<file path="src/rtl/mem_port_arbiter.sv">
// mem_port_arbiter: shares one single-port memory between instruction fetch
// and data access. Data wins by default; a saturating streak counter forces a
// fetch grant after MAX_D_STREAK back-to-back data grants while fetch waits.
// A flush during a fetch lets the memory transaction finish but hides the
// response from the pipeline.
module mem_port_arbiter #(
    parameter int ADDR_W       = 32,
    parameter int DATA_W       = 32,
    parameter int MAX_D_STREAK = 4
) (
    input  logic              clk_i,
    input  logic              rst_i,
    input  logic              if_req_i,
    input  logic [ADDR_W-1:0] if_addr_i,
    input  logic              if_flush_i,
    output logic [DATA_W-1:0] if_rdata_o,
    output logic              if_ready_o,
    input  logic              d_req_i,
    input  logic              d_we_i,
    input  logic [ADDR_W-1:0] d_addr_i,
    input  logic [DATA_W-1:0] d_wdata_i,
    output logic [DATA_W-1:0] d_rdata_o,
    output logic              d_ready_o,
    output logic              pipe_stall_o,
    output logic              mem_req_o,
    output logic              mem_we_o,
    output logic [ADDR_W-1:0] mem_addr_o,
    output logic [DATA_W-1:0] mem_wdata_o,
    input  logic              mem_ack_i,
    input  logic [DATA_W-1:0] mem_rdata_i
);

    localparam int STREAK_W = $clog2(MAX_D_STREAK + 1);
    localparam logic [STREAK_W-1:0] STREAK_MAX = STREAK_W'(MAX_D_STREAK);

    typedef enum logic [1:0] {
        IDLE   = 2'd0,
        GNT_IF = 2'd1,
        GNT_D  = 2'd2,
        RESP   = 2'd3
    } state_t;

    state_t              state;
    state_t              state_next;
    logic [STREAK_W-1:0] streak;
    logic                discard;
    logic                d_wins;
    logic                if_ack;
    logic                d_ack;
    logic [ADDR_W-1:0]   addr_q;
    logic                we_q;
    logic [DATA_W-1:0]   wdata_q;
    logic [DATA_W-1:0]   if_rdata_q;
    logic [DATA_W-1:0]   d_rdata_q;
    logic                if_ready_q;
    logic                d_ready_q;

    // Arbitration decision and ack qualification for the current cycle
    always_comb begin
        d_wins = d_req_i && (!if_req_i || (streak < STREAK_MAX));
        if_ack = (state == GNT_IF) && mem_ack_i;
        d_ack  = (state == GNT_D) && mem_ack_i;
    end

    // Next-state logic: arbitrate in IDLE, wait for ack, then one response cycle
    always_comb begin
        state_next = state;
        case (state)
            IDLE: begin
                if (d_wins) begin
                    state_next = GNT_D;
                end else if (if_req_i) begin
                    state_next = GNT_IF;
                end
            end
            GNT_IF, GNT_D: begin
                if (mem_ack_i) begin
                    state_next = RESP;
                end
            end
            RESP:    state_next = IDLE;
            default: state_next = IDLE;
        endcase
    end

    // State register
    always_ff @(posedge clk_i or posedge rst_i) begin
        if (rst_i) begin
            state <= IDLE;
        end else begin
            state <= state_next;
        end
    end

    // Capture the winning request and track how long fetch has been passed over
    always_ff @(posedge clk_i or posedge rst_i) begin
        if (rst_i) begin
            addr_q  <= '0;
            we_q    <= 1'b0;
            wdata_q <= '0;
            streak  <= '0;
        end else if (state == IDLE) begin
            if (d_wins) begin
                addr_q  <= d_addr_i;
                we_q    <= d_we_i;
                wdata_q <= d_wdata_i;
                if (!if_req_i) begin
                    streak <= '0;
                end else if (streak != STREAK_MAX) begin
                    streak <= streak + 1'b1;
                end
            end else if (if_req_i) begin
                addr_q  <= if_addr_i;
                we_q    <= 1'b0;
                wdata_q <= '0;
                streak  <= '0;
            end
        end
    end

    // Remember a flush against the outstanding fetch until its response slot ends
    always_ff @(posedge clk_i or posedge rst_i) begin
        if (rst_i) begin
            discard <= 1'b0;
        end else if ((state == GNT_IF) && if_flush_i) begin
            discard <= 1'b1;
        end else if (state == RESP) begin
            discard <= 1'b0;
        end
    end

    // Response capture and one-cycle ready pulses for the granted port
    always_ff @(posedge clk_i or posedge rst_i) begin
        if (rst_i) begin
            if_rdata_q <= '0;
            d_rdata_q  <= '0;
            if_ready_q <= 1'b0;
            d_ready_q  <= 1'b0;
        end else begin
            if_ready_q <= 1'b0;
            d_ready_q  <= 1'b0;
            if (if_ack && !(discard || if_flush_i)) begin
                if_ready_q <= 1'b1;
                if_rdata_q <= mem_rdata_i;
            end
            if (d_ack) begin
                d_ready_q <= 1'b1;
                if (!we_q) begin
                    d_rdata_q <= mem_rdata_i;
                end
            end
        end
    end

    assign mem_req_o    = (state == GNT_IF) || (state == GNT_D);
    assign mem_we_o     = we_q;
    assign mem_addr_o   = addr_q;
    assign mem_wdata_o  = wdata_q;
    assign if_rdata_o   = if_rdata_q;
    assign d_rdata_o    = d_rdata_q;
    assign if_ready_o   = if_ready_q;
    assign d_ready_o    = d_ready_q;
    assign pipe_stall_o = (if_req_i && !if_ready_q) || (d_req_i && !d_ready_q);

endmodule

</file>
<file path="config.mk">
export PLATFORM = sky130hd
export DESIGN_NAME = mem_port_arbiter
export DESIGN_NICKNAME = d
export VERILOG_FILES = /design/src/rtl/mem_port_arbiter.sv
export SDC_FILE = /design/constraint.sdc
export NUM_CORES = 1
export LEC_CHECK = 0
export BUFFER_PORTS_ARGS = -buffer_cell sky130_fd_sc_hd__buf_2
export CAP_MARGIN = 10
export CORE_MARGIN = 2
export CORE_UTILIZATION = 30
export DETAILED_ROUTE_END_ITERATION = 8
export PLACE_DENSITY = 0.56
export SLEW_MARGIN = 20
export SYNTH_ARGS = -nofsm -noshare
export SYNTH_HDL_FRONTEND = slang
export SYNTH_SLANG_ARGS = --single-unit
export TNS_END_PERCENT = 50
</file>
<file path="constraint.sdc">
create_clock -name clk_i -period 4.5 [get_ports clk_i]
set_clock_uncertainty 0.15 [all_clocks]
set_input_delay 0.225 -clock clk_i [delete_from_list [all_inputs] [get_ports clk_i]]
set_output_delay 0.225 -clock clk_i [all_outputs]
set_load 0.1 [all_outputs]
</file>
==> results.sh, run 1 <==
export IMPL_drive_gt1_share_pct=44.8
export IMPL_critPathRequiredTime_ns=4.68
export IMPL_synth_compound_area_share_pct=12.8
export IMPL_die_area_um2=19600
export IMPL_cts_path_max_buffers=2
export IMPL_maxCapViolCount=0
export IMPL_grt_ovfl_total=0
export IMPL_synth_avg_cell_area_um2=13.0
export IMPL_relSlewSlack_pct=37.6
export IMPL_fin_ws_ns=1.79
export IMPL_synth_top_area_cell="dfrtp_1"
export IMPL_setup_tns_ns=0
export IMPL_tightestPinTransition_ns=0.933
export IMPL_die_h_um=140
export IMPL_synth_seq_cells=137
export IMPL_rsz0062_at_grt="false"
export IMPL_avgViaCountPerCell=4.56
export IMPL_synth_xor_area_share_pct=0
export IMPL_ys_types=29
export IMPL_cts_tree="built"
export IMPL_synth_top_family_by_area="multiplexers"
export IMPL_wirelength_um=16400
export IMPL_ys_async_sr_fraction_pct=100
export IMPL_stdcell_count=1063
export IMPL_dp_cells=901
export IMPL_path_class="register to register"
export IMPL_clk_pin_slew_ns=0.06
export IMPL_grt_max_degree=87
export IMPL_start_kind="register"
export IMPL_synth_cells=428
export IMPL_synth_edf_count=0
export IMPL_dp_slack_ns=2.29
export IMPL_core_area_um2=18100
export IMPL_ys_warn_count=0
export IMPL_synth_fa_ha_area_share_pct=1.58
export IMPL_drtPass1Iterations=6
export IMPL_row_count=49
export IMPL_cts_setup_buffers=0
export IMPL_clkLatencyLatePin_ns=0.41
export IMPL_h_tree_depth=4
export IMPL_path_cells="inv_1, ha_1, o21ai_4, buf_4, a21oi_1, a21oi_1, dlygate4sd3_1"
export IMPL_drv_slew=0
export IMPL_yosysSeqAreaShare_pct=61.7
export IMPL_vias=4852
export IMPL_start_util_pct=30.7
export IMPL_netlist_area_um2=5560
export IMPL_fillCellCount=1602
export IMPL_routedWlPerCell_um=15.4
export IMPL_grt_pass1_vias=5252
export IMPL_die_w_um=140
export IMPL_synth_area_leaders="dfrtp_1, mux2_2, a21oi_1"
export IMPL_synth_top_area_share_pct=61.7
export IMPL_min_period_ns=2.71
export IMPL_hold_ws_ns=0.206
export IMPL_final_antenna_net_count=0
export IMPL_finalHoldViolations=0
export IMPL_status="complete, but fails checks"
export IMPL_worstPathMaxFanout=45
export IMPL_worstRegToRegCells=7
export IMPL_crit_family="buffers and inverters"
export IMPL_r2r_start="state[0]"
export IMPL_min_period_over_period_pct=60.3
export IMPL_worstSetupStartpoint="state[0]"
export IMPL_area_growth_pct=60.2
export IMPL_cpMostUsedCell="a21oi_1"
export IMPL_numClockSinks=137
export IMPL_setup_viol=0
export IMPL_end_kind="register"
export IMPL_violations="DRC"
export IMPL_slowest_stage="dlygate4sd3_1"
export IMPL_io_buffers=267
export IMPL_ios=268
export IMPL_whs_path_depth=4
export IMPL_grt_pass1_wl_um=26300
export IMPL_antenna_cells=0
export IMPL_routabilityCongestion=0.806
export IMPL_dp_final_hpwl_um=10600
export IMPL_worst_hold_path_type="primary input to register"
export IMPL_antenna_found_initial=0
export IMPL_synth_ff_type="dfrtp_1"
export IMPL_min_from="d_req_i"
export IMPL_fin_nets=965
export IMPL_numCtsBuffers=17
export IMPL_fmax_mhz=368
export IMPL_path_depth=7
export IMPL_slowest_delay_ns=0.59
export IMPL_drc=19
export IMPL_root_buffer="clkbuf_16"
export IMPL_reg2reg_slack_ns=1.79
export IMPL_cp_num_buf_inv=3
export IMPL_drt_iter0_markers=190
export IMPL_grtUsageTotal_pct=16.8
export IMPL_synth_most_common_cell="dfrtp_1"
export IMPL_arrival_ns=2.90
export IMPL_synth_net_count=570
export IMPL_yosys_area_share_simple_pct=5.29
export IMPL_synthMuxAreaShare_pct=14.1
export IMPL_synth_common_cells="dfrtp_1, a21oi_1, mux2_2"
==> cell families after synthesis <==
group	count (synthesis)
and+or+nand+nor	72
muxes	68
buffers and inverters	36
DFF	137
adders and majority gates	7
AOI/OAI and AO/OA	108
==> area by class of cell <==
type                    count  area [um2]  area share [%]
flip-flops and latches    137        3430            38.5
repair buffers            403        2690            30.2
multi-input cells         255        1880            21.1
clock buffers              20         457            5.13
well taps                 229         287            3.22
clock inverters            10         121            1.36
inverters                   9        38.8           0.436
==> tightest hold or removal path, stage by stage <==
cell and delay (ns):
buf_2 0.14, nand2_1 0.10, nor3_1 0.08, a22o_1 0.18
==> final timing paths <==
kind	to
worst min-delay path	streak[2]
max in group asynchronous	d_rdata_o[9]
worst min register to register	if_rdata_o[10]
worst max-delay path	mem_addr_o[17]
min in group asynchronous	if_rdata_o[14]
worst max register to register	mem_addr_o[17]
==> layer usage <==
metal / track usage, % / vias up / share of wire [%]
met1: 20.3 / 2356 / 41
met3: 3.35 / 32 / 5.5
met5: 0 / - / 0
li1: - / 2275 / -
met2: 29.3 / 189 / 50
met4: 7.34 / 0 / 2.9
==> flip-flops by register name, indices dropped and copies added (netlist names) <==
register	flops
d_rdata_o	32
d_ready_o	1
discard	1
if_rdata_o	32
if_ready_o	1
mem_addr_o	32
mem_wdata_o	32
mem_we_o	1
state	2
streak	3
==> layout by cell type, fill, tap and decap left out, types with 4 or more instances in the layout <==
cell / netlist / final
clkbuf_16: 0 / 17
a22o_1: 35 / 35
dlygate4sd3_1: 0 / 132
nor2_1: 33 / 33
mux2_4: 6 / 6
buf_4: 7 / 4
a21oi_1: 65 / 65
ha_1: 7 / 7
dfrtp_1: 137 / 137
nand2_1: 35 / 35
clkinvlp_4: 0 / 4
inv_1: 9 / 8
mux2_2: 59 / 59
buf_2: 7 / 267
==> stage by stage <==
stage	utilization, %	area, um2
floorplan	-	5560
global placement	38.7	7000
detailed placement	38.7	7000
CTS	49.2	8900
global route	49.2	8900
finish	49.2	8900
==> what timing repair did <==
item                      in CTS  in global routing
gates resized for setup        0                  0
hold buffers                 132                  0
hold endpoints to repair     216                  0
Power of run 1 is not shown: default switching activity piles up to over one toggle a cycle in this logic, so the estimate is an artifact.
==> run 2: changes to the inputs <==
ABC_AREA = 1   (was unset)
PLACE_DENSITY = 0.58   (was 0.56)
clock period = 2.4 ns   (was 4.5 ns; I/O delays follow)
==> run 2 against run 1 <==
The flow now finishes without violations. Synthesized cell count is 59% higher. First-iteration DRC count is 6.3% higher. Register-to-register slack worse by 1.6 ns. Critical path depth is 4 higher. Die area is 4.2% higher.
==> results.sh, run 2 <==
export IMPL_worst_hold_path_type="register to register"
export IMPL_row_count=50
export IMPL_die_w_um=143
export IMPL_synth_edf_count=0
export IMPL_synth_seq_cells=137
export IMPL_antenna_cells=0
export IMPL_h_tree_depth=4
export IMPL_vias=5781
export IMPL_crit_family="buffers and inverters"
export IMPL_avgViaCountPerCell=4.30
export IMPL_dp_cells=1179
export IMPL_ys_types=19
export IMPL_end_kind="register"
export IMPL_cts_tree="built"
export IMPL_antenna_found_initial=0
export IMPL_root_buffer="clkbuf_16"
export IMPL_final_antenna_net_count=0
export IMPL_path_class="primary input to register"
export IMPL_relSlewSlack_pct=57.1
export IMPL_slowest_stage="dlygate4sd3_1"
export IMPL_critPathRequiredTime_ns=2.61
export IMPL_grt_max_degree=102
export IMPL_synth_ff_type="dfrtp_1"
export IMPL_gr_usage_met3_pct=5.33
export IMPL_met1_usage_pct=21.9
export IMPL_yosysSeqAreaShare_pct=59.1
export IMPL_start_kind="primary input"
export IMPL_synth_net_count=824
export IMPL_synth_most_common_cell="nand2_1"
export IMPL_min_period_ns=2.25
export IMPL_finalHoldViolations=0
export IMPL_die_h_um=143
export IMPL_netlist_area_um2=5800
export IMPL_final_cell_mix="nand2_1, buf_2, dfrtp_1"
export IMPL_worstRegToRegCells=9
export IMPL_drc=0
export IMPL_whs_path_depth=2
export IMPL_area_growth_pct=60.8
export IMPL_synth_top_area_cell="dfrtp_1"
export IMPL_path_cells="dlygate4sd3_1, buf_2, nand2_1, nand2_8, inv_4, clkbuf_16, nand2_1, nand2_1, dlygate4sd3_1, nand2_1, nand2_1"
export IMPL_fmax_mhz=444
export IMPL_cpMostUsedCell="nand2_1"
export IMPL_min_period_over_period_pct=93.9
export IMPL_slowest_delay_ns=0.55
export IMPL_setup_viol=0
export IMPL_fin_nets=1216
export IMPL_synth_avg_cell_area_um2=8.50
export IMPL_layout_commonest_cell="nand2_1"
export IMPL_drive_gt1_share_pct=28.7
export IMPL_ios=268
export IMPL_start_util_pct=30.8
export IMPL_grt_util_met2_pct=29.5
export IMPL_core_area_um2=18800
export IMPL_synth_cells=682
export IMPL_grtUsageTotal_pct=17.7
export IMPL_drtPass1Iterations=5
export IMPL_clkLatencyLatePin_ns=0.41
export IMPL_ys_warn_count=0
export IMPL_ys_async_sr_fraction_pct=100
export IMPL_routabilityCongestion=0.841
export IMPL_grt_ovfl_total=0
export IMPL_maxCapViolCount=0
export IMPL_drv_slew=0
export IMPL_arrival_ns=2.46
export IMPL_die_area_um2=20500
export IMPL_routedWlPerCell_um=13.4
export IMPL_synth_top_area_share_pct=59.1
export IMPL_wirelength_um=18000
export IMPL_grt_pass1_wl_um=28500
export IMPL_numClockSinks=137
export IMPL_tightestPinTransition_ns=0.643
export IMPL_synth_area_leaders="dfrtp_1, nand2_1, nand3_1"
export IMPL_cts_path_max_buffers=2
export IMPL_stdcell_count=1345
export IMPL_rsz0062_at_grt="false"
export IMPL_cp_num_buf_inv=5
export IMPL_path_depth=11
export IMPL_io_buffers=267
export IMPL_grt_pass1_vias=5757
export IMPL_worstPathMaxFanout=36
export IMPL_clk_pin_slew_ns=0.06
export IMPL_drt_iter0_markers=202
export IMPL_status="finished, final reports clean"
export IMPL_dp_final_hpwl_um=11100
export IMPL_numCtsBuffers=17
export IMPL_synth_common_cells="nand2_1, dfrtp_1, inv_1"
export IMPL_fillCellCount=1713
export IMPL_busiest_layer="met2"
==> run 2: cell types whose count changed in the layout (fill, tap and decap cells not counted), sizes merged, moves of 3 or more <==
| cell | before | now |
|---|---|---|
| a21oi | 66 | 0 |
| a22o | 35 | 0 |
| buf | 271 | 275 |
| clkbuf | 20 | 24 |
| dlygate4sd3 | 132 | 135 |
| inv | 10 | 48 |
| mux2 | 66 | 0 |
| nand2 | 35 | 341 |
| nand3 | 0 | 38 |
| nor2 | 33 | 1 |
| o21ai | 2 | 68 |
==> run 2: worst paths after layout <==
check / slack (ns) / endpoint / startpoint
min in group asynchronous: 0.60 / d_rdata_o[22] / rst_i
worst max-delay path: 0.15 / mem_addr_o[2] / if_req_i
worst max register to register: 0.15 / mem_addr_o[2] / streak[2]
worst min-delay path: 0.31 / mem_wdata_o[7] / mem_wdata_o[7]
worst min register to register: 0.31 / mem_wdata_o[7] / mem_wdata_o[7]
max in group asynchronous: 0.68 / mem_wdata_o[14] / rst_i
==> run 2: kinds of logic (layout without fill, tap and decap cells) <==
family,count (synthesis),count (layout),synth area share [%]
AOI/OAI and AO/OA,69,69,5.98
adders and majority gates,7,7,1.51
buffers and inverters,87,490,7.46
DFF,137,137,59.1
and+or+nand+nor,382,382,25.9
==> run 2: area by class of cell <==
class	instances	area (um2)	share of cell area, %
Timing Repair Buffer	411	2830	30.4
Clock inverter	7	116	1.25
Multi-Input combinational cell	458	1950	20.9
Sequential cell	137	3430	36.8
Tap cell	260	325	3.49
Clock buffer	23	488	5.23
Inverter	49	190	2.04
==> run 2: per-layer routing <==
metal / routed length (um) / up-vias
met1: 7860 / 2652
met2: 8520 / 224
met3: 1370 / 22
met4: 257 / 0
li1: - / 2883
met5: 0 / -
==> run 2: timing repair <==
| action | 4_1_cts | 5_1_grt |
|---|---|---|
| setup buffers | 0 | 0 |
| endpoints found under the setup margin | 0 | 30 |
| gates resized for setup | 0 | 3 |
| hold endpoints to repair | 273 | 0 |
| hold buffers | 135 | 0 |
==> run 2: through the flow <==
stage	setup WS (ns)	TNS, ns	utilization [%]	area (um2)	hold WS, ns
final	0.147	0	49.5	9330	0.314
after CTS	0.0262	0	49.3	9280	0.302
after detailed placement	0.549	0	38.9	7330	-0.113
after floorplan	-0.234	-0.234	-	5800	0.0809
after global placement	0.569	0	38.9	7330	-0.113
after global routing	0.00938	0	49.5	9330	0.334
==> run 2: tightest hold or removal path: stages, from the launching register on <==
cell,delay (ns)
dfrtp_1,0.34
nand2_1,0.05
nand2_1,0.05
Power of run 2 is left out for the same reason.
==> run 3: changes to the inputs <==
REMOVE_ABC_BUFFERS = 1   (was unset)
==> run 3 against run 2 <==
Routed wire length down 1.1%. Cell count rose by 0.22%. Core utilization fell by 0.30 points. Count of clock-buffer cells in the layout down 3. Maximum frequency is 2.8% higher. First-iteration DRC count down 17%. Global-route usage down 0.12 points. Hold slack got worse by 0.27 ns. Setup slack improved by 0.062 ns. Design area down 0.60%. Flip-flop and latch count did not move. Via count down 0.90%. Critical path type is now register to register. Highest routed layer unchanged.
==> results.sh, run 3 (synthesis gave the netlist of run 2 again) <==
export IMPL_worst_hold_path_type="primary input to asynchronous set/reset pin"
export IMPL_start_kind="register"
export IMPL_antenna_found_initial=0
export IMPL_path_cells="nand2_1, nand2_4, inv_2, buf_12, nand2_1, nand2_1, dlygate4sd3_1, nand2_1, nand2_1"
export IMPL_drt_iter0_markers=167
export IMPL_end_kind="register"
export IMPL_drive_gt1_share_pct=28.8
export IMPL_io_buffers=267
export IMPL_grt_pass1_vias=5635
export IMPL_clkLatencyLatePin_ns=0.41
export IMPL_root_buffer="clkbuf_16"
export IMPL_h_tree_depth=4
export IMPL_layout_commonest_cell="nand2_1"
export IMPL_slowest_stage="dlygate4sd3_1"
export IMPL_grt_ovfl_total=0
export IMPL_fmax_mhz=456
export IMPL_routabilityCongestion=0.725
export IMPL_cts_path_max_buffers=2
export IMPL_status="finished, final reports clean"
export IMPL_cts_setup_buffers=0
export IMPL_drc=0
export IMPL_numClockSinks=137
export IMPL_maxCapViolCount=0
export IMPL_setup_viol=0
export IMPL_area_growth_pct=59.8
export IMPL_rsz0062_at_grt="false"
export IMPL_relSlewSlack_pct=61.9
export IMPL_numCtsBuffers=17
export IMPL_dp_final_hpwl_um=11300
export IMPL_cts_tree="built"
export IMPL_row_count=50
export IMPL_final_cell_mix="nand2_1, buf_2, dfrtp_1"
export IMPL_slowest_delay_ns=0.55
export IMPL_clk_pin_slew_ns=0.06
export IMPL_path_class="register to register"
export IMPL_drv_slew=0
export IMPL_grt_max_degree=66
export IMPL_min_period_ns=2.19
export IMPL_core_area_um2=18800
export IMPL_worstPathMaxFanout=48
export IMPL_die_h_um=143
export IMPL_setup_tns_ns=0
export IMPL_vias=5729
export IMPL_fillCellCount=1775
export IMPL_die_area_um2=20500
export IMPL_drtPass1Iterations=5
export IMPL_min_period_over_period_pct=91.3
export IMPL_tightestPinTransition_ns=0.570
export IMPL_finalHoldViolations=0
export IMPL_start_util_pct=30.8
export IMPL_routedWlPerCell_um=13.2
export IMPL_cpMostUsedCell="nand2_1"
export IMPL_grt_pass1_wl_um=28200
export IMPL_avgViaCountPerCell=4.25
export IMPL_final_antenna_net_count=0
export IMPL_ios=268
export IMPL_arrival_ns=2.40
export IMPL_critPathRequiredTime_ns=2.61
export IMPL_grtUsageTotal_pct=17.6
export IMPL_fin_nets=1216
export IMPL_die_w_um=143
export IMPL_wirelength_um=17800
[run 3: cell types whose count changed in the layout (fill, tap and decap cells not counted), moves of 2 or more]
| cell | before | now |
|---|---|---|
| bufinv_16 | 3 | 1 |
| clkinv_4 | 1 | 3 |
| buf_12 | 3 | 5 |
| inv_6 | 0 | 4 |
| clkinvlp_4 | 2 | 4 |
| clkbuf_8 | 4 | 1 |
[run 3: worst max-delay path, delay by kind of cell, from the launching register on]
kind	cells	cell delay [ns]
buf+inv	3	1.11
simple gates	6	0.48
flops	1	0.39
[run 3: timing repair]
item / 4_1_cts / 5_1_grt
endpoints found under the hold margin: 273 / 0
gates resized for setup: 0 / 1
hold buffers: 135 / 0
endpoints found under the setup margin: 0 / 1
[run 3: layout make-up]
type                    instances  area [um2]  share of cell area, %
flip-flops and latches        137        3430                   37.0
repair buffers                411        2820                   30.4
multi-input cells             458        1940                   20.9
clock buffers                  20         447                   4.82
well taps                     260         325                   3.51
inverters                      49         189                   2.04
clock inverters                12         118                   1.27
diodes                          1        2.50                 0.0270
[run 3: path summary, 6_finish.rpt]
| path | startpoint | to | slack (ns) | cells past startpoint |
|---|---|---|---|---|
| setup / recovery | streak[2] | mem_addr_o[9] | 0.21 | 9 |
| hold / removal | rst_i | if_rdata_o[13] | 0.04 | 3 |
| setup reg to reg | streak[2] | mem_addr_o[9] | 0.21 | 9 |
| hold reg to reg | mem_wdata_o[23] | mem_wdata_o[23] | 0.31 | 2 |
| max in group asynchronous | rst_i | mem_wdata_o[18] | 1.45 | 4 |
| min in group clk_i | mem_wdata_o[23] | mem_wdata_o[23] | 0.31 | 2 |
[run 3: per-layer routing]
metal	up-vias	track usage, %	part of all wire [%]
met5	-	0	0
met4	0	6.93	2.3
met3	28	6.24	9.1
met2	236	28.4	47
met1	2582	21.4	42
li1	2883	-	-
[run 3: stage by stage]
step,util [%],instance area (um2),cells,hold slack [ns],setup WS [ns]
6_report,49.2,9270,1348,0.0417,0.209
4_1_cts,49.2,9260,1347,0.0263,0.138
5_1_grt,49.2,9270,1347,0.0375,0.0243
2_1_floorplan,-,5550,644,0.0809,-1.54
3_5_place_dp,39.0,7350,1180,-0.0658,0.629
3_3_place_gp,39.0,7350,1180,-0.0678,0.656
Power of run 3 is left out for the same reason.
